File: src/rtl/demux_1to2_fifo_pkg.sv
// Shared constants for the 1:2 lane demux: default byte width, lane FIFO depth and lane indices.
package demux_1to2_fifo_pkg;
    localparam int   DEMUX_DATA_W = 8;
    localparam int   DEMUX_DEPTH  = 4;
    localparam logic LANE0        = 1'b0;
    localparam logic LANE1        = 1'b1;
endpackage

File: src/rtl/demux_1to2_fifo_fifo.sv
// fifo_sync_L: single-clock first-word-fall-through FIFO with async active-low reset.
// Storage is not reset; the head output is forced to 0 whenever the FIFO is empty.
module fifo_sync_L
    import demux_1to2_fifo_pkg::*;
#(
    parameter  int DATA_W = DEMUX_DATA_W,
    parameter  int DEPTH  = DEMUX_DEPTH,
    localparam int PTR_W  = $clog2(DEPTH),
    localparam int CNT_W  = PTR_W + 1
) (
    input  logic              clk,
    input  logic              reset_L,
    input  logic              push,
    input  logic              pop,
    input  logic [DATA_W-1:0] din,
    output logic [DATA_W-1:0] dout,
    output logic              empty,
    output logic              full,
    output logic [CNT_W-1:0]  count
);
    logic [DATA_W-1:0] r_mem [DEPTH];
    logic [PTR_W-1:0]  r_wptr;
    logic [PTR_W-1:0]  r_rptr;
    logic [CNT_W-1:0]  r_count;
    logic              w_pop;
    logic              w_push;

    // A pop on a full FIFO frees the slot in the same cycle, so the push still lands.
    assign w_pop  = pop && !empty;
    assign w_push = push && (!full || w_pop);

    always_ff @(posedge clk or negedge reset_L) begin
        if (!reset_L) begin
            r_wptr  <= '0;
            r_rptr  <= '0;
            r_count <= '0;
        end else begin
            if (w_push) r_wptr <= r_wptr + 1'b1;
            if (w_pop)  r_rptr <= r_rptr + 1'b1;
            case ({w_push, w_pop})
                2'b10:   r_count <= r_count + 1'b1;
                2'b01:   r_count <= r_count - 1'b1;
                default: r_count <= r_count;
            endcase
        end
    end

    always_ff @(posedge clk) begin
        if (w_push) r_mem[r_wptr] <= din;
    end

    assign empty = (r_count == '0);
    assign full  = (r_count == CNT_W'(DEPTH));
    assign count = r_count;
    assign dout  = empty ? '0 : r_mem[r_rptr];
endmodule

File: src/rtl/demux_1to2_fifo.sv
// demux_1to2_fifo: de-stripes the muxed byte stream into two lane FIFOs (lane0, lane1, lane0, ...).
// Optional almost-full flags are built only when DEMUX_ALMOST_FULL_EN is defined.
module demux_1to2_fifo
    import demux_1to2_fifo_pkg::*;
#(
    parameter  int DATA_W    = DEMUX_DATA_W,
    parameter  int DEPTH     = DEMUX_DEPTH,
`ifdef DEMUX_ALMOST_FULL_EN
    parameter  int AF_THRESH = 3,
`endif
    localparam int CNT_W     = $clog2(DEPTH) + 1
) (
    input  logic              clk,
    input  logic              reset_L,
    input  logic [DATA_W-1:0] data_in,
    input  logic              valid_in,
    input  logic              pop0,
    input  logic              pop1,
    output logic [DATA_W-1:0] data_out0,
    output logic [DATA_W-1:0] data_out1,
    output logic              valid_out0,
    output logic              valid_out1,
    output logic              full0,
    output logic              full1,
    output logic              lane_sel,
    output logic              err_overflow,
    output logic              err_underflow
`ifdef DEMUX_ALMOST_FULL_EN
    ,
    output logic              almost_full0,
    output logic              almost_full1
`endif
);
    logic             r_lane_sel;
    logic             r_err_overflow;
    logic             r_err_underflow;
    logic             w_push0;
    logic             w_push1;
    logic             w_empty0;
    logic             w_empty1;
    logic             w_full0;
    logic             w_full1;
    logic             w_drop0;
    logic             w_drop1;
    logic             w_under0;
    logic             w_under1;
    logic [CNT_W-1:0] w_count0;
    logic [CNT_W-1:0] w_count1;

    assign w_push0 = valid_in && (r_lane_sel == LANE0);
    assign w_push1 = valid_in && (r_lane_sel == LANE1);

    // A byte is lost only when its lane is full and the consumer is not draining it this cycle.
    assign w_drop0  = w_push0 && w_full0 && !pop0;
    assign w_drop1  = w_push1 && w_full1 && !pop1;
    assign w_under0 = pop0 && (w_count0 == '0);
    assign w_under1 = pop1 && (w_count1 == '0);

    // lane_sel toggles on every valid byte, dropped or not, to keep even/odd alignment.
    always_ff @(posedge clk or negedge reset_L) begin
        if (!reset_L) begin
            r_lane_sel      <= LANE0;
            r_err_overflow  <= 1'b0;
            r_err_underflow <= 1'b0;
        end else begin
            if (valid_in) r_lane_sel <= ~r_lane_sel;
            if (w_drop0 || w_drop1)   r_err_overflow  <= 1'b1;
            if (w_under0 || w_under1) r_err_underflow <= 1'b1;
        end
    end

    fifo_sync_L #(.DATA_W(DATA_W), .DEPTH(DEPTH)) u_lane0 (
        .clk     (clk),
        .reset_L (reset_L),
        .push    (w_push0),
        .pop     (pop0),
        .din     (data_in),
        .dout    (data_out0),
        .empty   (w_empty0),
        .full    (w_full0),
        .count   (w_count0)
    );

    fifo_sync_L #(.DATA_W(DATA_W), .DEPTH(DEPTH)) u_lane1 (
        .clk     (clk),
        .reset_L (reset_L),
        .push    (w_push1),
        .pop     (pop1),
        .din     (data_in),
        .dout    (data_out1),
        .empty   (w_empty1),
        .full    (w_full1),
        .count   (w_count1)
    );

    assign valid_out0    = !w_empty0;
    assign valid_out1    = !w_empty1;
    assign full0         = w_full0;
    assign full1         = w_full1;
    assign lane_sel      = r_lane_sel;
    assign err_overflow  = r_err_overflow;
    assign err_underflow = r_err_underflow;

`ifdef DEMUX_ALMOST_FULL_EN
    assign almost_full0 = (w_count0 >= CNT_W'(AF_THRESH));
    assign almost_full1 = (w_count1 >= CNT_W'(AF_THRESH));
`endif
endmodule

File: config.mk
export PLATFORM = sky130hd
export DESIGN_NAME = demux_1to2_fifo
export DESIGN_NICKNAME = d
export VERILOG_FILES = /design/src/rtl/demux_1to2_fifo_pkg.sv /design/src/rtl/demux_1to2_fifo_fifo.sv /design/src/rtl/demux_1to2_fifo.sv
export SDC_FILE = /design/constraint.sdc
export NUM_CORES = 1
export LEC_CHECK = 0
export BUFFER_PORTS_ARGS = -buffer_cell sky130_fd_sc_hd__buf_4
export CORE_UTILIZATION = 32
export CTS_CLUSTER_SIZE = 28
export DETAILED_ROUTE_END_ITERATION = 10
export HOLD_SLACK_MARGIN = 0.03
export RECOVER_POWER = 100
export SETUP_SLACK_MARGIN = 0.02
export SYNTH_ARGS = -nofsm -noshare
export SYNTH_HDL_FRONTEND = slang
export SYNTH_SLANG_ARGS = --single-unit
File: constraint.sdc
create_clock -name clk -period 2.45 [get_ports clk]
set_input_delay 0.49 -clock clk [delete_from_list [all_inputs] [get_ports clk]]
set_output_delay 0.49 -clock clk [all_outputs]
set_load 0.05 [all_outputs]
## After elaboration in Yosys (flattened, before gate mapping)

Memory sizes are Yosys's and may differ from the RTL's.
Index checks and enable logic that the tools add are counted.

| word-level totals | value |
|---|---|
| register bits | 17 |
| bits in latches | 0 |
| memory bits (writable) | 64 |
| memory bits (read-only) | 0 |
| input port bits | 13 |
| output and inout port bits | 23 |
| memories kept | 2 |

Memories:

| memory | depth | width | rd ports | clocked after Yosys merged registers in | wr ports | line | text |
|---|---|---|---|---|---|---|---|
| u_lane0.r_mem | 4 | 8 | 1 | 0 | 1 | demux_1to2_fifo_fifo.sv:21 | `logic [DATA_W-1:0] r_mem [DEPTH];` |
| u_lane1.r_mem | 4 | 8 | 1 | 0 | 1 | demux_1to2_fifo_fifo.sv:21 |  |

| cells by class | value |
|---|---|
| $add $sub $neg | 8 |
| multiply operators | 0 |
| divide/modulo/power cells | 0 |
| $lt $le $gt $ge | 0 |
| eq/ne operators | 6 |
| shift operators | 0 |
| mux-type cells | 8 |
| bitwise operators | 1 |
| reduce and logical (&&, ||, !) cells | 26 |

Operators by type and width:

| operator | count |
|---|---|
| 8-bit 2-to-1 mux | 2 |
| 1-bit logical AND | 12 |
| 3-bit case mux with 2 select lines | 2 |
| 2-bit by 1-bit adder with 2-bit output (second input constant) | 4 |
| 3-bit by 1-bit adder with 3-bit output (second input constant) | 2 |
| 3-bit == test (second input constant) | 2 |
| 1-bit logical NOT | 6 |
| 3-bit logical NOT | 2 |
| 3-bit by 1-bit subtractor with 3-bit output (second input constant) | 2 |
| 2-bit by 1-bit == test with 1-bit output (second input constant) | 2 |
| 2-bit == test (second input constant) | 2 |
| 1-bit logical OR | 4 |
| 1-bit 2-to-1 mux | 4 |
| 2-bit nonzero test | 2 |
| 1-bit NOT | 1 |

## Logic depth before layout (Yosys ltp)

| depth | value |
|---|---|
| depth in word-level cells | 7 |
| mapped depth | 9 |

## Modules after synthesis

A second synthesis with hierarchy kept.

| second synthesis, totals | value |
|---|---|
| cell total of the unflattened synthesis | 208 |
| area total of the unflattened synthesis | 3,533.4 um^2 |

Modules (own cells, without submodules):

| module | times used | cells each | area each (um^2) |
|---|---|---|---|
| fifo_sync_L at u_lane1 | 1 | 104 | 1,732.9 |
| fifo_sync_L at u_lane0 | 1 | 90 | 1,645.3 |
| demux_1to2_fifo | 1 | 14 | 155.1 |

## Worst setup path after synthesis

OpenSTA, ideal clock, no wires.

| timing path | value |
|---|---|
| kind | reg2reg |
| start point | register r_lane_sel, in the netlist lane_sel |
| end point | register u_lane1.r_count[2], in the netlist u_lane1.count[2] |
| arrival | 1.880 ns |
| data required time | 2.325 ns |
| path slack | 0.445 ns |
| cell stages (with the launch flop) | 10 |
| path buffers | 0 |
| period minus slack after synthesis | 2.005 ns |
| cell sequence | dfrtp_1 nand2_1 nor2_2 inv_1 ha_1 inv_1 fa_1 xor2_1 nor2_1 xor2_1 |

| on the way | value |
|---|---|
| cells in the longest elaborated chain, start to end | 4 |
| elaborated cells between the ends (all ways) | 6 |

RTL lines:

| what | line | text |
|---|---|---|
| start: declaration | demux_1to2_fifo.sv:34 | `logic r_lane_sel;` |
| start signal: assignment | demux_1to2_fifo.sv:66 | `if (valid_in) r_lane_sel <= ~r_lane_sel;` |
| 1-bit logical AND * | demux_1to2_fifo.sv:51 | `assign w_push1 = valid_in && (r_lane_sel == LANE1);` |
| 1-bit logical AND * | demux_1to2_fifo_fifo.sv:30 | `assign w_push = push && (!full \|\| w_pop);` |
| 2-bit by 1-bit == test with 1-bit output / 2-bit == test (equally long branches) | demux_1to2_fifo_fifo.sv:40 | `case ({w_push, w_pop})` |
| 3-bit case mux with 2 select lines / 2-bit nonzero test (equally long branches) | - |  |
| end signal: assignment | demux_1to2_fifo_fifo.sv:41 | `2'b10: r_count <= r_count + 1'b1;` |
| end signal: assignment | demux_1to2_fifo_fifo.sv:42 | `2'b01: r_count <= r_count - 1'b1;` |
| end signal: assignment | demux_1to2_fifo_fifo.sv:43 | `default: r_count <= r_count;` |
| end: declaration | demux_1to2_fifo_fifo.sv:24 | `logic [CNT_W-1:0] r_count;` |

Every way passes the cells marked *; elsewhere a longest branch is shown, timed or not.
A chain may end at the register's enable or synchronous reset.

## Final worst setup path

| timing path | value |
|---|---|
| start point | register u_lane0.r_rptr[0] |
| end point | output data_out0[3] |

| on the way | value |
|---|---|
| cells in the longest elaborated chain, start to end | 2 |

RTL lines:

| what | line | text |
|---|---|---|
| start: declaration | demux_1to2_fifo_fifo.sv:23 | `logic [PTR_W-1:0] r_rptr;` |
| start signal: assignment | demux_1to2_fifo_fifo.sv:39 | `if (w_pop) r_rptr <= r_rptr + 1'b1;` |
| memory 4 x 8 bit | - |  |
| 8-bit 2-to-1 mux | demux_1to2_fifo_fifo.sv:55 | `assign dout = empty ? '0 : r_mem[r_rptr];` |
| end: declaration | demux_1to2_fifo.sv:19 | `output logic [DATA_W-1:0] data_out0,` |

Every way passes these cells.

==> metrics.md <==
| Metric | Value |
|---|---|
| Status | `finished clean` |
| Unrepaired setup endpoints after global routing | `false` |
| P_int | `about 3.3 mW` |
| Synth cell count leaders | `64 x edfxtp_1, 25 x and2_1, 17 x dfrtp_1, 16 x mux4_2, 14 x inv_1` |
| Chip Width | `106 um` |
| Post-route ant nets | `0` |
| Final period util | `0.940` |
| Clk slew on worst S/H paths | `~0.07 ns` |
| Drt total wl | `around 5.4 mm` |
| Mapped Area | `around 0.0035 mm^2` |
| Initial antenna violation count | `0` |
| Htree depth | `3` |
| Num ports | `36` |
| Reg power frac | `0.369` |
| Via count | `around 1600` |
| Startpoint types | `register` |
| Pin count of the biggest net entering global routing | `18` |
| CP Max Fanout | `8` |
| Syn nets | `around 210` |
| Clock sinks | `81` |
| Core Box Area | `0.0104 mm^2` |
| Worst path slowest cell | `mux4_2` |
| Critical Path, Cell by Cell | `buf_12 -> mux4_2 -> and2_1 -> clkbuf_4` |
| Clk_lat worst skew | `0.35 ns` |
| Leakage Power | `between 1 and 1.5 nW` |
| Overall routing resource usage | `0.110` |
| Sequential-to-total area share from yosys stat | `0.679` |
| Slowest stage delay, CP | `0.50 ns` |
| Pwr dens | `roughly 1400 mW/mm^2` |
| DRT iter0 DRCs | `45` |
| Minimum clock period | `about 2.3 ns` |
| Rel. slew slack | `0.400` |
| GRT overflow | `0` |
| N_diodes | `0` |
| Post-synth EDFFs | `between 60 and 70` |
| Synth top area share | `0.556` |
| Port buffer count | `35` |
| CP Data Required Time | `1.96 ns` |
| Tightest Pin Transition | `between 0.9 and 1 ns` |
| WS Path Type | `register to primary output` |
| Worst slack at placement | `about 0.23 ns` |
| Top cell family by delay on the critical path | `multiplexers` |
| Peak VDD IR | `approximately 0.62 mV` |
| Area of the multi-input gates | `~1000 um^2` |
| Vias in the first global route | `~1700` |
| Root Driver | `clkbuf_8` |
| Post-synth top area cell | `edfxtp_1` |
| Max clock buf depth | `2` |
| First-pass GRT wire length | `about 9 mm` |
| Fillers | `roughly 1000` |
| Slew Limit Fails | `0` |
| Fmax | `434 MHz` |
| Die ar. | `approximately 0.011 mm^2` |
| Reg area | `between 0.002 and 0.0025 mm^2` |
| Routability cong. | `around 0.72` |
| Synthesized instance count | `between 150 and 200` |
| Final setup violation count | `0` |
| Synth Register Bits | `81` |
| Hold WC Path Type | `input pin to register` |
| Worst Path Arrival | `1.81 ns` |
| Setup ws final | `0.148 ns` |
| CTS tree | `built` |
| Initial cell density of the core | `0.332` |
| DIE HEIGHT | `roughly 110 um` |
| Max-cap violation count | `0` |
| Top_reg_cell synth | `edfxtp_1` |
| Critical path endpoint category | `primary output` |
| Endpoints failing hold | `0` |
| Setup TNS | `0 ns` |
| Layout area overhead | `16.6%` |
| Comb pwr share | `0.441` |
| Clk pwr share | `0.189` |
| Switch Pwr | `around 2.2 mW` |
| Worst Skew | `a little under 0.01 ns` |
| Area contributors post-synth | `edfxtp_1 56%, dfrtp_1 12%, mux4_2 10%` |
| Fraction of registers with async set/reset | `0.210` |
| Yosys cell types | `28` |
| CTS Buf Count | `9` |
| Layout cells sized above 1 | `0.252` |
| Hpwl dp | `3.72 mm` |
| Fin nets | `around 260` |
| WL/cell | `approximately 14 um` |
| Drt drc | `0` |
| CP Buf/Inv Count | `2` |
| Mean post-synth cell area | `18.3 um^2` |
| TritonRoute pass-1 iters | `4` |
| Count leader, synth | `edfxtp_1` |
| Switching share of power | `0.398` |
| Core Rows | `37` |
| Syn. warnings | `0` |
| Via density | `~4.3` |
-- placed cells by master, fill, tap and decap left out, drive strengths merged --
| master | synthesis | final |
|---|---|---|
| nor4b | 2 | 2 |
| nand2 | 1 | 1 |
| inv | 14 | 15 |
| mux2i | 2 | 2 |
| edfxtp | 64 | 64 |
| clkinv | 0 | 2 |
| nor3b | 1 | 1 |
| xnor2 | 6 | 6 |
| a21o | 1 | 1 |
| and3 | 2 | 2 |
| nand3 | 2 | 2 |
| o21ai | 1 | 1 |
| bufinv | 0 | 2 |
| fa | 2 | 2 |
| buf | 4 | 15 |
| nor2 | 3 | 3 |
| dfrtp | 17 | 17 |
| mux2 | 3 | 3 |
| clkinvlp | 0 | 1 |
| and2 | 26 | 26 |
| ha | 10 | 10 |
| xor2 | 7 | 7 |
| dlygate4sd3 | 0 | 1 |
| nor3 | 1 | 1 |
| clkbuf | 2 | 33 |
| or3 | 1 | 1 |
| mux4 | 16 | 16 |
| a21oi | 1 | 1 |
-- through the flow --
step | utilization | instances | area [um^2] | total power, mW | hold slack [ns]
2_1_floorplan | - | 189 | 3450 | 3.96 | 0.194
3_3_place_gp | 0.372 | 357 | 3870 | 4.62 | 0.369
3_5_place_dp | 0.372 | 357 | 3870 | 4.62 | 0.369
4_1_cts | 0.394 | 374 | 4100 | 5.67 | 0.330
5_1_grt | 0.387 | 374 | 4030 | 5.83 | 0.337
6_report | 0.387 | 374 | 4030 | 5.49 | 0.347
-- state kept, by name (all words and copies together), names as in the netlist --
register        cells
u_lane0.r_mem      32
u_lane1.r_mem      32
u_lane0.count       3
u_lane1.count       3
u_lane0.r_rptr      2
u_lane0.r_wptr      2
u_lane1.r_rptr      2
u_lane1.r_wptr      2
err_overflow        1
err_underflow       1
lane_sel            1
-- repair_timing --
action	4_1_cts	5_1_grt
setup buffers	0	0
hold buffers	1	0
gates resized for setup	0	0
hold endpoints to repair	17	0
-- power by group through the flow --
stage,sequential [mW],combinational [mW],clock (mW)
global route,2.08,2.63,1.12
floorplan,2.01,1.95,0
finish,2.03,2.42,1.04
global placement,2.06,2.56,0
CTS,2.04,2.57,1.07
detailed placement,2.06,2.56,0
-- area by class of cell --
type | count | share of cell area
Clock inverter | 6 | 0.0224
Inverter | 14 | 0.0131
Sequential cell | 81 | 0.583
Tap cell | 136 | 0.0423
Timing Repair Buffer | 39 | 0.0600
Clock buffer | 10 | 0.0317
Multi-Input combinational cell | 88 | 0.248
-- worst register-to-register path, cell delays in order, from the launching register on --
cell	delay, ns
dfrtp_1	0.44
nor4b_4	0.31
nor2_1	0.17
inv_1	0.09
ha_1	0.18
inv_1	0.06
fa_1	0.38
xor2_1	0.15
nor2_1	0.11
xor2_1	0.14
-- final timing paths --
path	startpoint	to	slack, ns	cells past startpoint
max	u_lane0.r_rptr[0]	data_out0[3]	0.15	4
min	valid_in	lane_sel	0.35	2
max reg2reg	u_lane1.count[0]	u_lane1.count[2]	0.34	9
min reg2reg	err_overflow	err_overflow	0.47	1
max in group asynchronous	reset_L	lane_sel	1.11	2
min in group asynchronous	reset_L	u_lane0.count[1]	0.79	2
-- kinds of logic after synthesis --
group	count (synthesis)	share of synthesized area
muxes	21	0.122
DFF	81	0.679
AOI/OAI and AO/OA	3	0.00507
xor gates and xnor gates	13	0.0330
adders and majority gates	12	0.0478
and+or+nand+nor	39	0.0833
buffers and inverters	20	0.0293
-- layer usage --
| layer | wire, um | part of all wire | global-route usage | vias to the layer above |
|---|---|---|---|---|
| li1 | - | - | - | 784 |
| met1 | 2410 | 0.45 | 0.140 | 781 |
| met2 | 2670 | 0.50 | 0.176 | 36 |
| met3 | 249 | 0.046 | 0.0392 | 8 |
| met4 | 58 | 0.011 | 0.0298 | 0 |
| met5 | 0 | 0 | 0 | - |
Power figures use the tool's default switching activity.
